==> config.mk <==
export PLATFORM = sky130hd
export DESIGN_NAME = nn_param_loader_flat
export DESIGN_NICKNAME = d
export VERILOG_FILES = /design/src/rtl/nn_param_loader_if.sv /design/src/rtl/nn_param_loader.sv /design/src/flat_wrapper.sv
export SDC_FILE = /design/constraint.sdc
export NUM_CORES = 2
export LEC_CHECK = 0
export CAP_MARGIN = 20
export CORE_AREA = 2 2 404 406
export DETAILED_ROUTE_END_ITERATION = 12
export DIE_AREA = 0 0 406 408
export PLACE_DENSITY = 0.7
export SLEW_MARGIN = 30
export SYNTH_ARGS = -nofsm -noshare
export SYNTH_HDL_FRONTEND = slang
export SYNTH_SLANG_ARGS = --single-unit
==> constraint.sdc <==
create_clock -name i_clk -period 2.5 [get_ports i_clk]
set_clock_uncertainty 0.1 [all_clocks]
set_input_delay 0.75 -clock i_clk [delete_from_list [all_inputs] [get_ports i_clk]]
set_output_delay 0.75 -clock i_clk [all_outputs]
set_load 0.1 [all_outputs]
==> src/rtl/nn_param_loader_if.sv <==
// Parameter word stream into the loader: one signed word per valid/ready handshake.
// Latency: n/a (signal bundle only).
// Backpressure: the source holds s_data/s_valid until it sees s_ready high at a clock edge.
//
// Ports:
//   s_data  - signed parameter word
//   s_valid - s_data is valid
//   s_ready - loader accepts a word this cycle
interface nn_param_loader_if #(
   parameter int WIDTH = 16
);
   logic signed [WIDTH-1:0] s_data;
   logic                    s_valid;
   logic                    s_ready;

   modport master (output s_data, output s_valid, input s_ready);
   modport slave  (input s_data, input s_valid, output s_ready);
endinterface

==> src/rtl/nn_param_loader.sv <==
// Double-buffered network parameter loader: a stream fills a shadow bank, and a commit copies it to the active bank.
// Latency: after start, NPARAM accepted words, then one COMMIT cycle; done pulses the cycle after the commit edge.
// Backpressure: s_ready is high only in LOAD, and stalls on s_valid=0. start in LOAD restarts the sequence; start in COMMIT is ignored.
//
// Ports:
//   i_clk, i_rst       - clock and asynchronous active-low reset
//   i_start            - single-cycle request to begin a load
//   s_if               - word stream (slave side)
//   o_params           - active bank; word i at [i*WIDTH +: WIDTH]
//   o_params_valid     - at least one load has been committed since reset
//   o_busy             - LOAD or COMMIT in progress
//   o_done             - one-cycle commit pulse
//   o_err              - sticky: a load was restarted by start
//   o_word_cnt         - words accepted in the current sequence
module nn_param_loader #(
   parameter int WIDTH  = 16,
   parameter int FRAC   = 8,
   parameter int NPARAM = 62
) (
   input  logic                    i_clk,
   input  logic                    i_rst,
   input  logic                    i_start,
   nn_param_loader_if.slave        s_if,
   output logic [NPARAM*WIDTH-1:0] o_params,
   output logic                    o_params_valid,
   output logic                    o_busy,
   output logic                    o_done,
   output logic                    o_err,
   output logic [5:0]              o_word_cnt
);

   // FRAC only documents the fixed-point format; reject settings that cannot be a valid format.
   generate
      if (FRAC < 0 || FRAC >= WIDTH) begin : g_bad_frac
         $error("nn_param_loader: FRAC must lie in [0, WIDTH)");
      end
      if (NPARAM < 1 || NPARAM > 63) begin : g_bad_nparam
         $error("nn_param_loader: NPARAM must fit the 6-bit word counter");
      end
   endgenerate

   typedef enum logic [1:0] {
      ST_IDLE   = 2'd0,
      ST_LOAD   = 2'd1,
      ST_COMMIT = 2'd2
   } state_t;

   state_t           r_state;
   logic [WIDTH-1:0] r_shadow [NPARAM];
   logic [WIDTH-1:0] r_active [NPARAM];
   logic [5:0]       r_word_cnt;
   logic             r_s_ready;
   logic             r_busy;
   logic             r_done;
   logic             r_err;
   logic             r_params_valid;

   logic             w_beat;
   logic             w_last;

   // A beat that coincides with a restart is dropped, so start takes priority here.
   assign w_beat = s_if.s_valid & r_s_ready & ~i_start;
   assign w_last = (r_word_cnt == 6'(NPARAM - 1));

   always_ff @(posedge i_clk or negedge i_rst) begin
      if (!i_rst) begin
         r_state        <= ST_IDLE;
         r_word_cnt     <= '0;
         r_s_ready      <= 1'b0;
         r_busy         <= 1'b0;
         r_done         <= 1'b0;
         r_err          <= 1'b0;
         r_params_valid <= 1'b0;
         for (int i = 0; i < NPARAM; i++) begin
            r_shadow[i] <= '0;
            r_active[i] <= '0;
         end
      end else begin
         r_done <= 1'b0;
         case (r_state)
            ST_IDLE: begin
               if (i_start) begin
                  r_state    <= ST_LOAD;
                  r_word_cnt <= '0;
                  r_err      <= 1'b0;
                  r_s_ready  <= 1'b1;
                  r_busy     <= 1'b1;
               end
            end
            ST_LOAD: begin
               if (i_start) begin
                  r_word_cnt <= '0;
                  r_err      <= 1'b1;
               end else if (w_beat) begin
                  r_shadow[r_word_cnt] <= s_if.s_data;
                  r_word_cnt           <= r_word_cnt + 6'd1;
                  if (w_last) begin
                     r_state   <= ST_COMMIT;
                     r_s_ready <= 1'b0;
                  end
               end
            end
            ST_COMMIT: begin
               // Only edge on which the active bank changes; start is ignored here.
               r_active       <= r_shadow;
               r_params_valid <= 1'b1;
               r_done         <= 1'b1;
               r_busy         <= 1'b0;
               r_state        <= ST_IDLE;
            end
            default: begin
               r_state   <= ST_IDLE;
               r_s_ready <= 1'b0;
               r_busy    <= 1'b0;
            end
         endcase
      end
   end

   generate
      for (genvar g = 0; g < NPARAM; g++) begin : g_pack
         assign o_params[g*WIDTH +: WIDTH] = r_active[g];
      end
   endgenerate

   assign s_if.s_ready   = r_s_ready;
   assign o_busy         = r_busy;
   assign o_done         = r_done;
   assign o_err          = r_err;
   assign o_params_valid = r_params_valid;
   assign o_word_cnt     = r_word_cnt;

endmodule

==> src/flat_wrapper.sv <==
// flat-port wrapper written by rule: the top's interface ports become plain ports
module nn_param_loader_flat 
#(
   parameter int WIDTH  = 16,
   parameter int FRAC   = 8,
   parameter int NPARAM = 62
)
  (i_clk, i_rst, i_start, o_params, o_params_valid, o_busy, o_done, o_err, o_word_cnt, s_if_s_data, s_if_s_valid, s_if_s_ready);
  nn_param_loader_if #(.WIDTH(WIDTH)) s_if_i ();
  input  logic i_clk;
  input  logic i_rst;
  input  logic i_start;
  output logic [NPARAM*WIDTH-1:0] o_params;
  output logic o_params_valid;
  output logic o_busy;
  output logic o_done;
  output logic o_err;
  output logic [5:0] o_word_cnt;
  input wire logic [$bits(s_if_i.s_data)-1:0] s_if_s_data;
  input wire logic [$bits(s_if_i.s_valid)-1:0] s_if_s_valid;
  output wire logic [$bits(s_if_i.s_ready)-1:0] s_if_s_ready;
  assign s_if_i.s_data = s_if_s_data;
  assign s_if_i.s_valid = s_if_s_valid;
  assign s_if_s_ready = s_if_i.s_ready;
  nn_param_loader #(.WIDTH(WIDTH), .FRAC(FRAC), .NPARAM(NPARAM)) u_core (.i_clk(i_clk), .i_rst(i_rst), .i_start(i_start), .s_if(s_if_i), .o_params(o_params), .o_params_valid(o_params_valid), .o_busy(o_busy), .o_done(o_done), .o_err(o_err), .o_word_cnt(o_word_cnt));
endmodule
Word level (Yosys, flattened, before mapping)
Index checks and enable logic that the tools add are counted.
{"block": "totals", "regBits": 1997, "out_inout_bits": 1003, "input_bits": 20, "word_cells": 179}
{"block": "classes", "n_mux": 21, "order_cmp": 2, "bitwise": 6, "eq_ne": 9, "add_sub_neg": 1, "reduce_logical": 9}
{"operator": "$bwmux W992", "n": 1}
{"operator": "$demux W16 S6", "n": 1}
{"operator": "$mux W6", "n": 3}
{"operator": "$mux W16", "n": 1}
{"operator": "$pmux W6 S2", "n": 1}
{"operator": "$reduce_and A3 Y1", "n": 3}
{"operator": "$mux W2", "n": 4}
{"operator": "$ge A7 B7 Y1 const B", "n": 1}
{"operator": "$lt A7 B1 Y1 const B", "n": 1}
{"operator": "$not A6 Y7", "n": 1}
{"operator": "$add A6 B1 Y6 const B", "n": 1}
{"operator": "$eq A6 B6 Y1 const B", "n": 1}
{"operator": "$mux W1", "n": 6}
{"operator": "$ne A2 B2 Y1 const B", "n": 3}
{"operator": "$reduce_and A5 Y1", "n": 1}
{"operator": "$ne A2 B1 Y1 const B", "n": 2}
{"operator": "$pmux W1 S2", "n": 2}
{"operator": "$pmux W2 S2", "n": 1}
{"operator": "$reduce_and A4 Y1", "n": 1}
{"operator": "$ne A3 B2 Y1 const B", "n": 1}
{"operator": "$not A1 Y1", "n": 3}
{"operator": "$pmux W1 S3", "n": 1}
{"operator": "$and A1 B1 Y1", "n": 2}
{"operator": "$eq A2 B1 Y1 const B", "n": 1}
{"operator": "5 further kinds", "n": 5}

Longest topological paths before layout
{"block": "logic_depth", "word_depth": 6, "mapped_depth": 9}

Worst setup path after synthesis
No wires, ideal clock.
{"block": "synth_path", "path_kind": "register -> register", "from": "register u_core.r_word_cnt[2], in the netlist u_core.o_word_cnt[2]", "to": "register u_core.r_shadow[277] (netlist bit)", "t_required_ps": 2275, "arrival_time_ps": 2575, "setup_ps": 125, "path_stages_with_launch": 6, "path_slack_ps": -299, "period_less_slack_ps": 2799, "path_buffers": 2, "path_cell_list": "dfrtp_1 > buf_2 > or3b_2 > nor3_4 > buf_4 > mux2_2"}
{"block": "synth_between", "elab_chain_cells": 6, "elab_cells_between_ends": 7, "cone_classes": "2 x order compare; 3 x mux; 1 x bitwise; 1 x reduce/logical"}
{"element": "from (decl)", "line_no": "nn_param_loader.sv:51", "source": "logic [5:0] r_word_cnt;"}
{"element": "from (signal assigned)", "line_no": "nn_param_loader.sv:96", "source": "r_word_cnt <= r_word_cnt + 6'd1;"}
{"element": "$not A6 Y7 (implied by the code) *", "line_no": "nn_param_loader.sv:95", "source": "r_shadow[r_word_cnt] <= s_if.s_data;"}
{"element": "$ge A7 B7 Y1 (implied by the code) / $lt A7 B1 Y1 (equally long branches)", "line_no": "nn_param_loader.sv:95"}
{"element": "$logic_and A1 B1 Y1 (implied by the code)", "line_no": "nn_param_loader.sv:95"}
{"element": "$mux W16 (implied by the code)", "line_no": "nn_param_loader.sv:95"}
{"element": "$demux W16 S6 *", "line_no": "nn_param_loader.sv:95"}
{"element": "$bwmux W992 *", "line_no": "nn_param_loader.sv:95"}
{"element": "to (signal, indexed assignment)", "line_no": "nn_param_loader.sv:95"}
{"element": "to (decl)", "line_no": "nn_param_loader.sv:49", "source": "logic [WIDTH-1:0] r_shadow [NPARAM];"}
Mark *: on every way between the ends. The rest lies on a longest branch, timed or not.
A chain may end at the register's enable or synchronous reset.

Final worst setup path
{"block": "layout_path", "from": "register u_core.r_active (netlist bit u_core.o_params[569])", "to": "output o_params[569]"}
{"element": "from (decl)", "line_no": "nn_param_loader.sv:50", "source": "logic [WIDTH-1:0] r_active [NPARAM];"}
{"element": "from (signal assigned)", "line_no": "nn_param_loader.sv:105", "source": "r_active <= r_shadow;"}
{"element": "to (decl)", "line_no": "flat_wrapper.sv:13", "source": "output logic [NPARAM*WIDTH-1:0] o_params;"}
No word-level cell between the ends.

==> reports/results.ini <==
[status]
status = finished clean

[route]
ant_nets = 0
routed_via_density = 5.313
wirelength_met1_um = 96720
routed-via-count = 52620
drc_errors = 0
drt-initial-drc-count = 4446
wl_um = 238800
routedWlPerCell_um = 24.11
wl_met3_um = 14680
routed.top_layer = met4
wl_met2_um = 114100
dr.pass1.iters = 5

[sta]
rsz0062_at_grt = no
worstMarginPinSlew_ps = 736.0
slew_viol_final = 0
fin_crit_sh_pct = 98.73
fmax_ghz = 0.4052
max_slew_margin_pct = 50.93
fin_crit_ps = 2468
finalSetupTns_ps = 0
layout_setup_ws_ps = 31.81
finalSetupViolations = 0
hold_viol = 0

[global_routing]
grt_pass1_vias = 53200
grt_max_degree = 132
grt_pass1_wl_um = 350900
grt.total_usage_pct = 28.73
grt_antenna_before_repair = 3
overflow = 0

[clocking]
cts_tree = yes
numCtsBuffers = 199
clk_latency_ps = 830
h-tree-depth = 4
cts_sinks = 1997
cts_max_path_buffers = 3
path_clk_slew_ps = 60
cts_root_buf = clkbuf_16

[die]
dieHeight_um = 408
ios = 1023
fp-row-count = 148
die-area_um2 = 165600
fp.dieW_um = 406
start_util_pct = 46.64
core_area_um2 = 161700

[yosys]
ys_async_sr_fraction_pct = 100.0
synthCells = 6511
ys_warn_count = 0
yosysMostFrequentCell = nand2_1
synth_cell_types = 45
syn-num-nets = 6533
synth_enable_flop_cells = 0
synth_area_leaders = dfrtp_1, nand2_1, mux2_2, clkbuf_1, buf_2
synth_seq_cells = 1997
synth_top_area_share_pct = 66.28
netlist_area_um2 = 75400
avgSynthCellArea_um2 = 11.58
synth_common_cells = nand2_1, dfrtp_1, mux2_2
yosysTopAreaCell = dfrtp_1
ys.flop_type = dfrtp_1
seq_area_frac_synth_pct = 66.28

[critical_path]
reg2reg_from = u_core.o_word_cnt[0]
cp_top_family = flip-flops
crit_end = o_params[569]
start_kind = flop
crit_path_end_kind = primary output
cp.depth = 1
crit_arrival_ps = 1620
worstPathCellList = buf_4
crit_fanout = 2
rr_endpoint = u_core.r_shadow[24]
cp.required_ps = 1650
startpoint = u_core.o_params[569]
rr_worst_depth = 5
cp_num_buf_inv = 1
cpPeakStageDelay_ps = 460
worst-setup-path-type = flop to primary output
critical_path.slowest_cell = dfrtp_1
reg2reg_slack_ps = 110

[final_layout]
drive_above_1_share_pct = 34.14
fin_cells = 9904
syn2layout_area_growth_pct = 25.97
final_nets = 7597
final_area_um2 = 94980

[power]
power_density_nw_per_um2 = 686.4
fin_total_pwr_w = 0.06520
vdd_drop_max_v = 0.0006806
leakage_nw = 53.13

[run]
cap_violations = 0

[placed_design]
gp_congestion = 0.8542
pre_cts_ws_ps = -502.3
placement.io_buffers = 1022
hpwl_um = 156500
placed_cell_area_um2 = 87820
dpl.cell_count = 9544

[worst_hold_path]
hold_class = primary input to flop
worst_hold_startpoint = s_if_s_data[10]

## placed cells by master, fill, tap and decap left out, types with 10 or more instances in the layout
cell type / count
buf_6: 121
nand2_1: 2980
nand3_2: 28
clkinv_2: 23
dfrtp_1: 1989
nand3_4: 10
clkbuf_16: 201
nor3_4: 14
clkbuf_8: 40
mux2_2: 989
buf_12: 150
clkbuf_1: 53
buf_4: 1001
bufinv_16: 15
## worst min-delay path by stage
stage | endpoint | cells past startpoint
floorplan | u_core.o_params[0] | 2
global placement | u_core.o_params[576] | 2
detailed placement | u_core.o_params[22] | 2
CTS | u_core.r_shadow[730] | 2
global route | u_core.r_shadow[730] | 2
finish | u_core.r_shadow[730] | 2
## through the flow
stage	utilization [%]	hold slack, ps
floorplan	-	333.1
global placement	54.32	340.4
detailed placement	54.32	341.8
CTS	58.71	80.77
global route	58.75	99.09
finish	58.75	143.7
## kinds of logic (layout without fill, tap and decap cells)
| kind of cell | count (synthesis) | after routing | share of synthesized area [%] |
|---|---|---|---|
| other | 0 | 4 | 0 |
| buffers and inverters | 418 | 1632 | 2.404 |
| DFF | 1997 | 1997 | 66.28 |
| adders and majority gates | 2 | 2 | 0.03318 |
| and+or+nand+nor | 3089 | 3089 | 16.37 |
| AOI/OAI and AO/OA | 12 | 12 | 0.08796 |
| muxes | 993 | 993 | 14.83 |
## per-layer routing
metal  global-route usage, %  vias up
met5                       0        -
met1                   37.86    27280
met4                   14.85        0
li1                        -    22870
met2                   45.62     1951
met3                   5.193      518
## flip-flops by register name (all words and copies together), names as in the netlist
| name | flops |
|---|---|
| u_core.o_params | 992 |
| u_core.r_shadow | 992 |
| u_core.o_word_cnt | 6 |
| u_core.r_state | 2 |
| u_core.o_busy | 1 |
| u_core.o_done | 1 |
| u_core.o_err | 1 |
| u_core.o_params_valid | 1 |
| u_core.s_if.s_ready | 1 |
## worst reg2reg max path, delay by kind of cell, from the launching register on
family	cells	cell delay, ps
multiplexers	1	370
AND/OR/NAND/NOR	2	870
buffers and inverters	2	430
flip-flops	1	520
## final cells by class
cell class / instances / area, um^2
diodes: 4 / 10.01
repair buffers: 1276 / 11940
multi-input cells: 4096 / 23640
well taps: 2175 / 2721
fillers: 13090 / 66680
clock inverters: 57 / 870.8
inverters: 5 / 26.28
clock buffers: 294 / 5779
flip-flops and latches: 1997 / 49990
## report_power, final
| group | internal (W) | switching, W | total, W | leakage, nW |
|---|---|---|---|---|
| sequential | 0.0326 | 0.000178 | 0.0328 | 27.8 |
| clock | 0.0176 | 0.0127 | 0.0303 | 3.25 |
| combinational | 0.000575 | 0.00150 | 0.00208 | 22.1 |
## what timing repair did
action	in CTS	in global routing
gates cloned	0	0
hold endpoints to repair	7	0
setup endpoints to repair	107	19
setup buffers	5	0
gates resized for setup	107	18
hold buffers	1	0
Power figures use the tool's default switching activity.
